`src/rtl/dac_serializer.sv`:
```
`timescale 1ns/1ps
// -----------------------------------------------------------------------------
// dac_serializer
//
// Purpose:
//   Serialises 16-bit stereo samples into an I2S stream for a codec DAC. The
//   codec is bit-clock master: AUD_BCLK and AUD_DACLRCK arrive asynchronously
//   and are synchronised into Clk. All serial activity happens on detected
//   BCLK falling edges ("fall events"). A one-frame holding buffer decouples
//   the producer (valid/ready handshake) from the codec frame timing.
//
// Ports:
//   Clk          system clock, rising edge only
//   Reset        synchronous, active-high reset
//   AUD_BCLK     codec bit clock (asynchronous, <= Clk/8)
//   AUD_DACLRCK  codec word clock (0 = left, 1 = right), asynchronous
//   LDATA/RDATA  left/right sample, two's complement
//   data_valid   LDATA/RDATA hold a frame offered for transfer
//   data_ready   holding buffer is empty (registered)
//   AUD_DACDAT   registered serial data to the codec
//   underrun     one-Clk pulse when a frame starts with the buffer empty
//
// Configuration:
//   DAC_UNDERRUN_HOLD_EN  defined   -> on underrun the previous frame repeats
//                         undefined -> on underrun silence (zeros) is sent
// -----------------------------------------------------------------------------
module dac_serializer #(
  parameter int SYNC_STAGES = 2
) (
  input  logic        Clk,
  input  logic        Reset,
  input  logic        AUD_BCLK,
  input  logic        AUD_DACLRCK,
  input  logic [15:0] LDATA,
  input  logic [15:0] RDATA,
  input  logic        data_valid,
  output logic        data_ready,
  output logic        AUD_DACDAT,
  output logic        underrun
);

  typedef enum logic [1:0] {
    WAIT_SYNC,
    LEFT,
    RIGHT
  } state_t;

  localparam logic [4:0] CNT_MAX  = 5'd17;  // saturated: slot padding
  localparam logic [4:0] CNT_DATA = 5'd16;  // last data bit position

  // Synchronisers and edge detection
  logic [SYNC_STAGES-1:0] bclk_sync;
  logic [SYNC_STAGES-1:0] lrck_sync;
  logic                   bclk_d;     // previous synchronised BCLK sample
  logic                   lrck_prev;  // LRCK sampled at the previous fall event
  logic                   bclk_s;
  logic                   lrck_s;
  logic                   fall_evt;
  logic                   left_entry;
  logic                   right_entry;

  // Framing and data path
  state_t      state;
  logic [4:0]  bit_cnt;
  logic [4:0]  cnt_inc;
  logic [3:0]  bit_idx;
  logic [15:0] cur_sample;
  logic        ser_bit;
  logic        buf_full;
  logic        buf_full_nxt;
  logic        transfer;
  logic [15:0] buf_l, buf_r;
  logic [15:0] frame_l, frame_r;

  assign bclk_s   = bclk_sync[SYNC_STAGES-1];
  assign lrck_s   = lrck_sync[SYNC_STAGES-1];
  assign fall_evt = bclk_d & ~bclk_s;
  assign transfer = data_valid & data_ready;

  // Channel entries are LRCK edges seen at a fall event. A left entry can only
  // come from WAIT_SYNC or RIGHT, a right entry only from LEFT; an LRCK edge
  // arriving early (short slot) still forces the entry.
  assign left_entry  = fall_evt & ~lrck_s & lrck_prev & (state != LEFT);
  assign right_entry = fall_evt & lrck_s & ~lrck_prev & (state == LEFT);

  // NOTE: every signal written here gets a default first, so no latch can be
  // inferred whatever path the conditions take.
  always_comb begin
    cnt_inc      = (bit_cnt == CNT_MAX) ? CNT_MAX : bit_cnt + 5'd1;
    cur_sample   = (state == RIGHT) ? frame_r : frame_l;
    // Count n selects sample bit 16-n, so count 1 sends the MSB.
    bit_idx      = 4'(CNT_DATA - cnt_inc);
    ser_bit      = (cnt_inc <= CNT_DATA) ? cur_sample[bit_idx] : 1'b0;
    buf_full_nxt = buf_full;
    if (transfer) begin
      buf_full_nxt = 1'b1;
    end else if (left_entry) begin
      buf_full_nxt = 1'b0;
    end
  end

  // NOTE: sequential state uses non-blocking assignments only, so every flop
  // samples the values from before this edge regardless of statement order.
  always_ff @(posedge Clk) begin
    if (Reset) begin
      // NOTE: the frame and buffer registers are ordinary flops, not a RAM,
      // so they are cleared with everything else; a reset must not replay
      // stale audio.
      bclk_sync  <= '0;
      lrck_sync  <= '0;
      bclk_d     <= 1'b0;
      lrck_prev  <= 1'b0;
      state      <= WAIT_SYNC;
      bit_cnt    <= '0;
      buf_full   <= 1'b0;
      buf_l      <= '0;
      buf_r      <= '0;
      frame_l    <= '0;
      frame_r    <= '0;
      data_ready <= 1'b0;
      AUD_DACDAT <= 1'b0;
      underrun   <= 1'b0;
    end else begin
      bclk_sync  <= {bclk_sync[SYNC_STAGES-2:0], AUD_BCLK};
      lrck_sync  <= {lrck_sync[SYNC_STAGES-2:0], AUD_DACLRCK};
      bclk_d     <= bclk_s;
      underrun   <= 1'b0;

      // Holding buffer: a transfer needs data_ready, i.e. an empty buffer,
      // so it never collides with the unload at a left entry.
      buf_full   <= buf_full_nxt;
      data_ready <= ~buf_full_nxt;
      if (transfer) begin
        buf_l <= LDATA;
        buf_r <= RDATA;
      end

      if (fall_evt) begin
        lrck_prev <= lrck_s;
        if (left_entry) begin
          state      <= LEFT;
          bit_cnt    <= '0;
          AUD_DACDAT <= 1'b0;  // I2S one-bit delay slot
          if (buf_full) begin
            frame_l <= buf_l;
            frame_r <= buf_r;
          end else begin
            underrun <= 1'b1;
`ifdef DAC_UNDERRUN_HOLD_EN
            // Previous frame stays in place and is sent again.
            frame_l <= frame_l;
            frame_r <= frame_r;
`else
            frame_l <= '0;
            frame_r <= '0;
`endif
          end
        end else if (right_entry) begin
          state      <= RIGHT;
          bit_cnt    <= '0;
          AUD_DACDAT <= 1'b0;
        end else if (state != WAIT_SYNC) begin
          bit_cnt    <= cnt_inc;
          AUD_DACDAT <= ser_bit;
        end
      end
    end
  end

endmodule

```
`config.mk`:
```
export PLATFORM = sky130hd
export DESIGN_NAME = dac_serializer
export DESIGN_NICKNAME = d
export VERILOG_FILES = /design/src/rtl/dac_serializer.sv
export SDC_FILE = /design/constraint.sdc
export NUM_CORES = 1
export LEC_CHECK = 0
export ABC_CLOCK_PERIOD_IN_PS = 2800
export CORE_ASPECT_RATIO = 1.5
export CORE_UTILIZATION = 54
export CTS_CLUSTER_SIZE = 24
export DETAILED_ROUTE_END_ITERATION = 8
export GPL_TIMING_DRIVEN = 1
export PLACE_DENSITY_LB_ADDON = 0.1
export SYNTH_ARGS = -nofsm -noshare
export SYNTH_HDL_FRONTEND = slang
export SYNTH_SLANG_ARGS = --single-unit
export TNS_END_PERCENT = 30
```
`constraint.sdc`:
```
create_clock -name Clk -period 2.8 [get_ports Clk]
set_clock_uncertainty 0.05 [all_clocks]
set_input_delay 0.42 -clock Clk [delete_from_list [all_inputs] [get_ports Clk]]
set_output_delay 0.42 -clock Clk [all_outputs]
set_load 0.01 [all_outputs]
```
==> flow_metrics.env, run 1 <==
export IMPL_htree_levels=3
export IMPL_ir_worst_vdd_mv=0.409
export IMPL_ys_top_cells_by_area="dfxtp_1, a22o_1, nand2_1, a21oi_1, mux2i_1"
export IMPL_slew_headroom=0.455
export IMPL_power_density_mw_per_mm2=579
export IMPL_cts_tree="built"
export IMPL_end_kind="flip-flop"
export IMPL_synth_edf_count=0
export IMPL_vias_per_cell=5.41
export IMPL_yosys_warnings=0
export IMPL_routed_wl_mm=6.05
export IMPL_max_clock_freq_mhz=442
export IMPL_drtIter0Drc=45
export IMPL_start_util=0.572
export IMPL_netlist_area_mm2=0.00319
export IMPL_ys_types=40
export IMPL_report_final_slew_viol_count=0
export IMPL_antenna_found_initial=0
export IMPL_outcome="finished, final reports clean"
export IMPL_netlist_top_cell_by_area="dfxtp_1"
export IMPL_synth_seq_area_share=0.509
export IMPL_drv_cap=0
export IMPL_final_min_clock_period_ns=2.26
export IMPL_grt_ovfl_total=0
export IMPL_fin_tns_setup_ns=0
export IMPL_drive_gt1_frac=0.0847
export IMPL_p_leak_nw=1.46
export IMPL_place_area_mm2=0.00360
export IMPL_nets=401
export IMPL_synth_avg_cell_area_um2=9.75
export IMPL_worst_slew_pin_slew_ns=0.811
export IMPL_cp_arrival_ns=2.51
export IMPL_rows=33
export IMPL_gp_congestion=0.842
export IMPL_final_setup_viol_count=0
export IMPL_drc=0
export IMPL_wire_per_inst_um=13.9
export IMPL_ys_ff_latch=81
export IMPL_crit_type="flip-flop to flip-flop"
export IMPL_fp_coreArea_mm2=0.00557
export IMPL_cts_root_buf="clkbuf_8"
export IMPL_hold_class="flip-flop to flip-flop"
export IMPL_hpwl_mm=4.25
export IMPL_ctsHoldBuffers=0
export IMPL_boundaryPins=40
export IMPL_clock_sinks=81
export IMPL_whs_ns=0.390
export IMPL_clk_latency_ns=0.34
export IMPL_io_buffer_count=39
export IMPL_post_synth_most_frequent_cells="dfxtp_1, nand2_1, a21oi_1, a22o_1, mux2i_1"
export IMPL_fin_crit_sh=0.808
export IMPL_detail_route_antenna_nets=0
export IMPL_dr_pass1_iters=4
export IMPL_cp_required_ns=3.04
export IMPL_area_growth_pct=19.5
export IMPL_synthFlopType="dfxtp_1"
export IMPL_grt_max_degree=34
export IMPL_grt_use_total=0.213
export IMPL_dieArea_mm2=0.00622
export IMPL_cts_resized=0
export IMPL_clk_pin_slew_ns=0.08
export IMPL_die_h_um=96.1
export IMPL_clk_path_buf_depth=2
export IMPL_critPathMaxFanout=6
export IMPL_synth_top_area_frac=0.509
export IMPL_syn_inst=327
export IMPL_grt_pass1_wl_mm=9.77
export IMPL_ys_async_sr_fraction=0
export IMPL_finalHoldViolations=0
export IMPL_fillers=491
export IMPL_grt_pass1_vias=2177
export IMPL_diodes=0
export IMPL_chipWidth_um=64.7
export IMPL_design_area_mm2=0.00381
export IMPL_crit_path_start_kind="flip-flop"
export IMPL_synth_fp_nets=367
export IMPL_cts_buffers_inserted=9
export IMPL_rsz0062_at_grt="false"
export IMPL_cts_setup_buffers=0
export IMPL_num_vias=2360
export IMPL_yosysMostFrequentCell="dfxtp_1"
[worst max-delay path, cell delays in order (launching register included)]
cell	delay, ns
dfxtp_1	0.43
ha_1	0.23
nand4bb_4	0.14
nand2_1	0.12
inv_2	0.08
ha_1	0.22
xnor2_2	0.26
mux4_2	0.35
a22oi_2	0.17
a31o_1	0.16
[worst paths after layout]
check        depth (start not counted)  slack, ns                      end                    start
max                                  9       0.54  AUD_DACDAT$_SDFFE_PP0P_  bit_cnt[0]$_SDFFE_PP0P_
min                                  1       0.39      underrun$_SDFF_PP0_      buf_full$_SDFF_PP0_
max reg2reg                          9       0.54  AUD_DACDAT$_SDFFE_PP0P_  bit_cnt[0]$_SDFFE_PP0P_
min reg2reg                          1       0.39      underrun$_SDFF_PP0_      buf_full$_SDFF_PP0_
[sequential cells by signal, indices dropped and copies added, names as in the netlist, 2 cells and up]
name	count
bclk_sync	2
lrck_sync	2
state	2
buf_l	16
buf_r	16
bit_cnt	5
frame_l	16
frame_r	16
[layout by cell type, fill, tap and decap left out, types with 2 or more instances in the layout]
master / count
inv_2: 3
ha_1: 3
clkbuf_1: 4
nand3_1: 4
mux4_1: 2
dfxtp_1: 81
o21ai_0: 2
nor2b_1: 10
nand2_1: 69
bufinv_16: 2
clkbuf_8: 9
mux2i_1: 16
xor2_1: 4
mux4_2: 2
nand2b_1: 3
o31ai_1: 2
clkdlybuf4s50_1: 38
nor2_1: 9
a21oi_1: 40
nor3_1: 2
buf_4: 5
a22o_1: 32
and2_1: 2
a22oi_1: 2
[report_power, final]
| part | internal (mW) | total, mW | leakage [nW] | switching (mW) |
|---|---|---|---|---|
| logic | 0.0680 | 0.127 | 0.701 | 0.0592 |
| registers | 1.18 | 1.19 | 0.657 | 0.0150 |
| clock network | 0.503 | 0.885 | 0.102 | 0.383 |
| total | 1.75 | 2.21 | 1.46 | 0.457 |
[stage by stage]
step	std cells	total power, mW	util	setup slack [ns]
final	436	2.21	0.683	0.537
after global routing	436	2.30	0.683	0.421
after CTS	436	2.23	0.683	0.519
after detailed placement	420	1.35	0.647	0.547
after global placement	420	1.35	0.647	0.623
after floorplan	327	1.28	-	0.731
[routing by layer]
metal | vias to the layer above | routed length, um | track usage
met3 | 10 | 122 | 0.0438
met4 | 0 | 182 | 0.139
li1 | 1215 | - | -
met1 | 1105 | 2590 | 0.231
met2 | 30 | 3160 | 0.372
met5 | - | 0 | 0
[layout make-up]
cell class	instances	area, um2	area share
repair buffers	44	423	0.111
multi-input cells	221	1460	0.383
clock inverters	3	65.1	0.0171
inverters	4	15.0	0.00394
well taps	70	87.6	0.0230
clock buffers	13	139	0.0365
flip-flops and latches	81	1620	0.426
[logic make-up (layout without fill, tap and decap cells)]
kind of cell / after synthesis / count (layout) / synth area share
AO/OA/AOI/OAI: 86 / 86 / 0.183
flip-flops: 81 / 81 / 0.509
buffers and inverters: 25 / 64 / 0.0361
multiplexers: 20 / 20 / 0.0808
adder cells (fa/ha/maj): 3 / 3 / 0.0118
AND/OR/NAND/NOR: 106 / 106 / 0.161
XOR/XNOR: 6 / 6 / 0.0188
Power figures use the tool's default switching activity.
==> inputs of run 2 (changes only) <==
- ABC_CLOCK_PERIOD_IN_PS: 2800 -> 1900
- CORE_UTILIZATION: 54 -> 49
- clock period: 2.8 -> 1.9 ns (I/O delays scaled with it)
==> run 2 against run 1 <==
Largest power group unchanged. Largest cell class unchanged. First-iteration DRC count grew 8.9%. Cell area grew 3.6%. Global-route usage shrank 0.77 points. Final cell count grew 3.2%. Worst hold slack lost 0.096 ns. Clock-buffer cell count shrank 4. Sequential power grew 48%. Register-to-register slack lost 0.61 ns. Critical endpoint unchanged. The flow now finishes with violations (negative setup slack). Via count grew 1.7%. Highest routed layer unchanged. Sequential share of layout area shrank 1.4 points.
==> flow_metrics.env, run 2 (synthesized netlist as in run 1, its figures left out) <==
export IMPL_drive_gt1_frac=0.130
export IMPL_slew_headroom=0.732
export IMPL_cpMostUsedCell="ha_4"
export IMPL_cts_root_buf="clkbuf_8"
export IMPL_final_cell_mix="dfxtp_1, nand2_1, a21oi_1"
export IMPL_diodes=0
export IMPL_wire_per_inst_um=13.9
export IMPL_cp_arrival_ns=2.22
export IMPL_finalPower_mw=3.17
export IMPL_fin_crit_sh=1.04
export IMPL_regArea_mm2=0.00163
export IMPL_rows=35
export IMPL_fp_coreArea_mm2=0.00622
export IMPL_final_common_cell="dfxtp_1"
export IMPL_crit_type="flip-flop to flip-flop"
export IMPL_seq_power_share=0.554
export IMPL_slowest_stage="dfxtp_1"
export IMPL_grt_pass1_wl_mm=10.3
export IMPL_area_growth_pct=23.8
export IMPL_antenna_found_initial=0
export IMPL_cpPeakStageDelay_ns=0.35
export IMPL_num_vias=2399
export IMPL_cts_resized=1
export IMPL_hpwl_mm=4.44
export IMPL_final_setup_viol_count=1
export IMPL_detail_route_antenna_nets=0
export IMPL_fillers=543
export IMPL_dieArea_mm2=0.00684
export IMPL_design_area_mm2=0.00395
export IMPL_cts_setup_buffers=0
export IMPL_report_final_slew_viol_count=0
export IMPL_drtIter0Drc=49
export IMPL_r2r_slack_ns=-0.07
export IMPL_die_h_um=101
export IMPL_grt_max_degree=34
export IMPL_boundaryPins=40
export IMPL_r2r_start="bit_cnt[1]$_SDFFE_PP0P_"
export IMPL_min_from="Reset"
export IMPL_p_leak_nw=1.52
export IMPL_ir_worst_vdd_mv=0.545
export IMPL_rsz0062_at_grt="true"
export IMPL_busiest_layer="met2"
export IMPL_min_to="bit_cnt[2]$_SDFFE_PP0P_"
export IMPL_violations="negative setup slack"
export IMPL_use_met3=0.0509
export IMPL_clkPwrFrac=0.384
export IMPL_cts_buffers_inserted=9
export IMPL_cp_required_ns=2.15
export IMPL_clk_pin_slew_ns=0.09
export IMPL_r2r_end="AUD_DACDAT$_SDFFE_PP0P_"
export IMPL_grt_pass1_vias=2237
export IMPL_gp_congestion=0.785
export IMPL_ctsHoldBuffers=0
export IMPL_whs_path_depth=2
export IMPL_critical_path_cell_chain="inv_1 > ha_4 > nand2b_1 > ha_4 > xnor2_4 > mux4_2 > a22oi_2 > a31o_1"
export IMPL_max_clock_freq_mhz=507
export IMPL_multi_input_area_mm2=0.00150
export IMPL_clock_sinks=81
export IMPL_end_kind="flip-flop"
export IMPL_p_switching_uw=723
export IMPL_p_sw_frac=0.228
export IMPL_place_area_mm2=0.00374
export IMPL_grt_use_total=0.206
export IMPL_cts_tree="built"
export IMPL_setup_ws_ns=-0.0739
export IMPL_clk_path_buf_depth=2
export IMPL_comb_power_share=0.062
export IMPL_power_density_mw_per_mm2=803
export IMPL_vias_per_cell=5.33
export IMPL_grt_util_met2=0.338
export IMPL_finalHoldViolations=0
export IMPL_io_buffer_count=39
export IMPL_p_int_mw=2.45
export IMPL_start_util=0.513
export IMPL_worst_slew_pin_slew_ns=0.402
export IMPL_clk_latency_ns=0.35
export IMPL_grtUsageMet1=0.249
export IMPL_drv_cap=0
export IMPL_dr_pass1_iters=4
export IMPL_routed_wl_mm=6.26
export IMPL_chipWidth_um=67.9
export IMPL_reg2reg_depth=8
export IMPL_hold_class="primary input to flip-flop"
export IMPL_crit_path_start_kind="flip-flop"
export IMPL_outcome="finished, violations left"
export IMPL_drc=0
export IMPL_htree_levels=3
export IMPL_critPathMaxFanout=4
export IMPL_grt_ovfl_total=0
export IMPL_final_min_clock_period_ns=1.97
export IMPL_nets=411
[run 2: changes by cell type in the layout (fill, tap and decap cells not counted), moves of 2 or more]
cell and change:
clkinv_2 +2, clkbuf_1 -4, ha_1 -2, buf_12 +2, ha_4 +2, buf_4 +8
[run 2: routing by layer]
metal	part of all wire	up-vias
li1	-	1225
met1	0.44	1133
met2	0.51	32
met3	0.026	9
met4	0.023	0
met5	0	-
[run 2: power by group through the flow]
| stage | Clock [mW] | Combinational [mW] | Sequential (mW) |
|---|---|---|---|
| 2_1_floorplan | 0 | 0.0913 | 1.79 |
| 3_3_place_gp | 0 | 0.195 | 1.80 |
| 3_5_place_dp | 0 | 0.199 | 1.80 |
| 4_1_cts | 1.25 | 0.200 | 1.76 |
| 5_1_grt | 1.33 | 0.218 | 1.76 |
| 6_report | 1.22 | 0.196 | 1.76 |
[run 2: worst max-delay path by stage]
| stage | startpoint | end | slack, ns | depth (start not counted) |
|---|---|---|---|---|
| 2_1_floorplan | bit_cnt[1]$_SDFFE_PP0P_ | AUD_DACDAT$_SDFFE_PP0P_ | 0.004 | 8 |
| 3_3_place_gp | bit_cnt[1]$_SDFFE_PP0P_ | AUD_DACDAT$_SDFFE_PP0P_ | -0.05 | 8 |
| 3_5_place_dp | bit_cnt[1]$_SDFFE_PP0P_ | AUD_DACDAT$_SDFFE_PP0P_ | -0.12 | 8 |
| 6_report | bit_cnt[1]$_SDFFE_PP0P_ | AUD_DACDAT$_SDFFE_PP0P_ | -0.07 | 8 |
| 4_1_cts | bit_cnt[1]$_SDFFE_PP0P_ | AUD_DACDAT$_SDFFE_PP0P_ | -0.09 | 8 |
| 5_1_grt | bit_cnt[1]$_SDFFE_PP0P_ | AUD_DACDAT$_SDFFE_PP0P_ | -0.13 | 8 |
[run 2: final cells by class]
cell class	count	area share
multi-input cells	221	0.379
flip-flops and latches	81	0.412
repair buffers	54	0.133
clock buffers	9	0.0314
clock inverters	7	0.0178
well taps	74	0.0235
inverters	4	0.00380
[run 2: worst max-delay path, delay by kind of cell, from the launching register on]
| kind | cells | cell delay [ns] |
|---|---|---|
| fa+ha+maj | 2 | 0.41 |
| simple gates | 1 | 0.19 |
| mux | 1 | 0.34 |
| compound gates | 2 | 0.33 |
| flops | 1 | 0.35 |
| buf+inv | 1 | 0.07 |
| xor+xnor | 1 | 0.18 |
[run 2: metrics by stage]
stage / instances / hold WS (ns) / TNS, ns / utilization / worst slack (ns)
final: 450 / 0.294 / -0.0739 / 0.635 / -0.0739
after global placement: 434 / 0.367 / -0.0526 / 0.602 / -0.0526
after global routing: 450 / 0.307 / -0.131 / 0.635 / -0.131
after floorplan: 327 / 0.363 / 0 / - / 0.00434
after CTS: 450 / 0.282 / -0.0859 / 0.635 / -0.0859
after detailed placement: 434 / 0.376 / -0.122 / 0.602 / -0.122
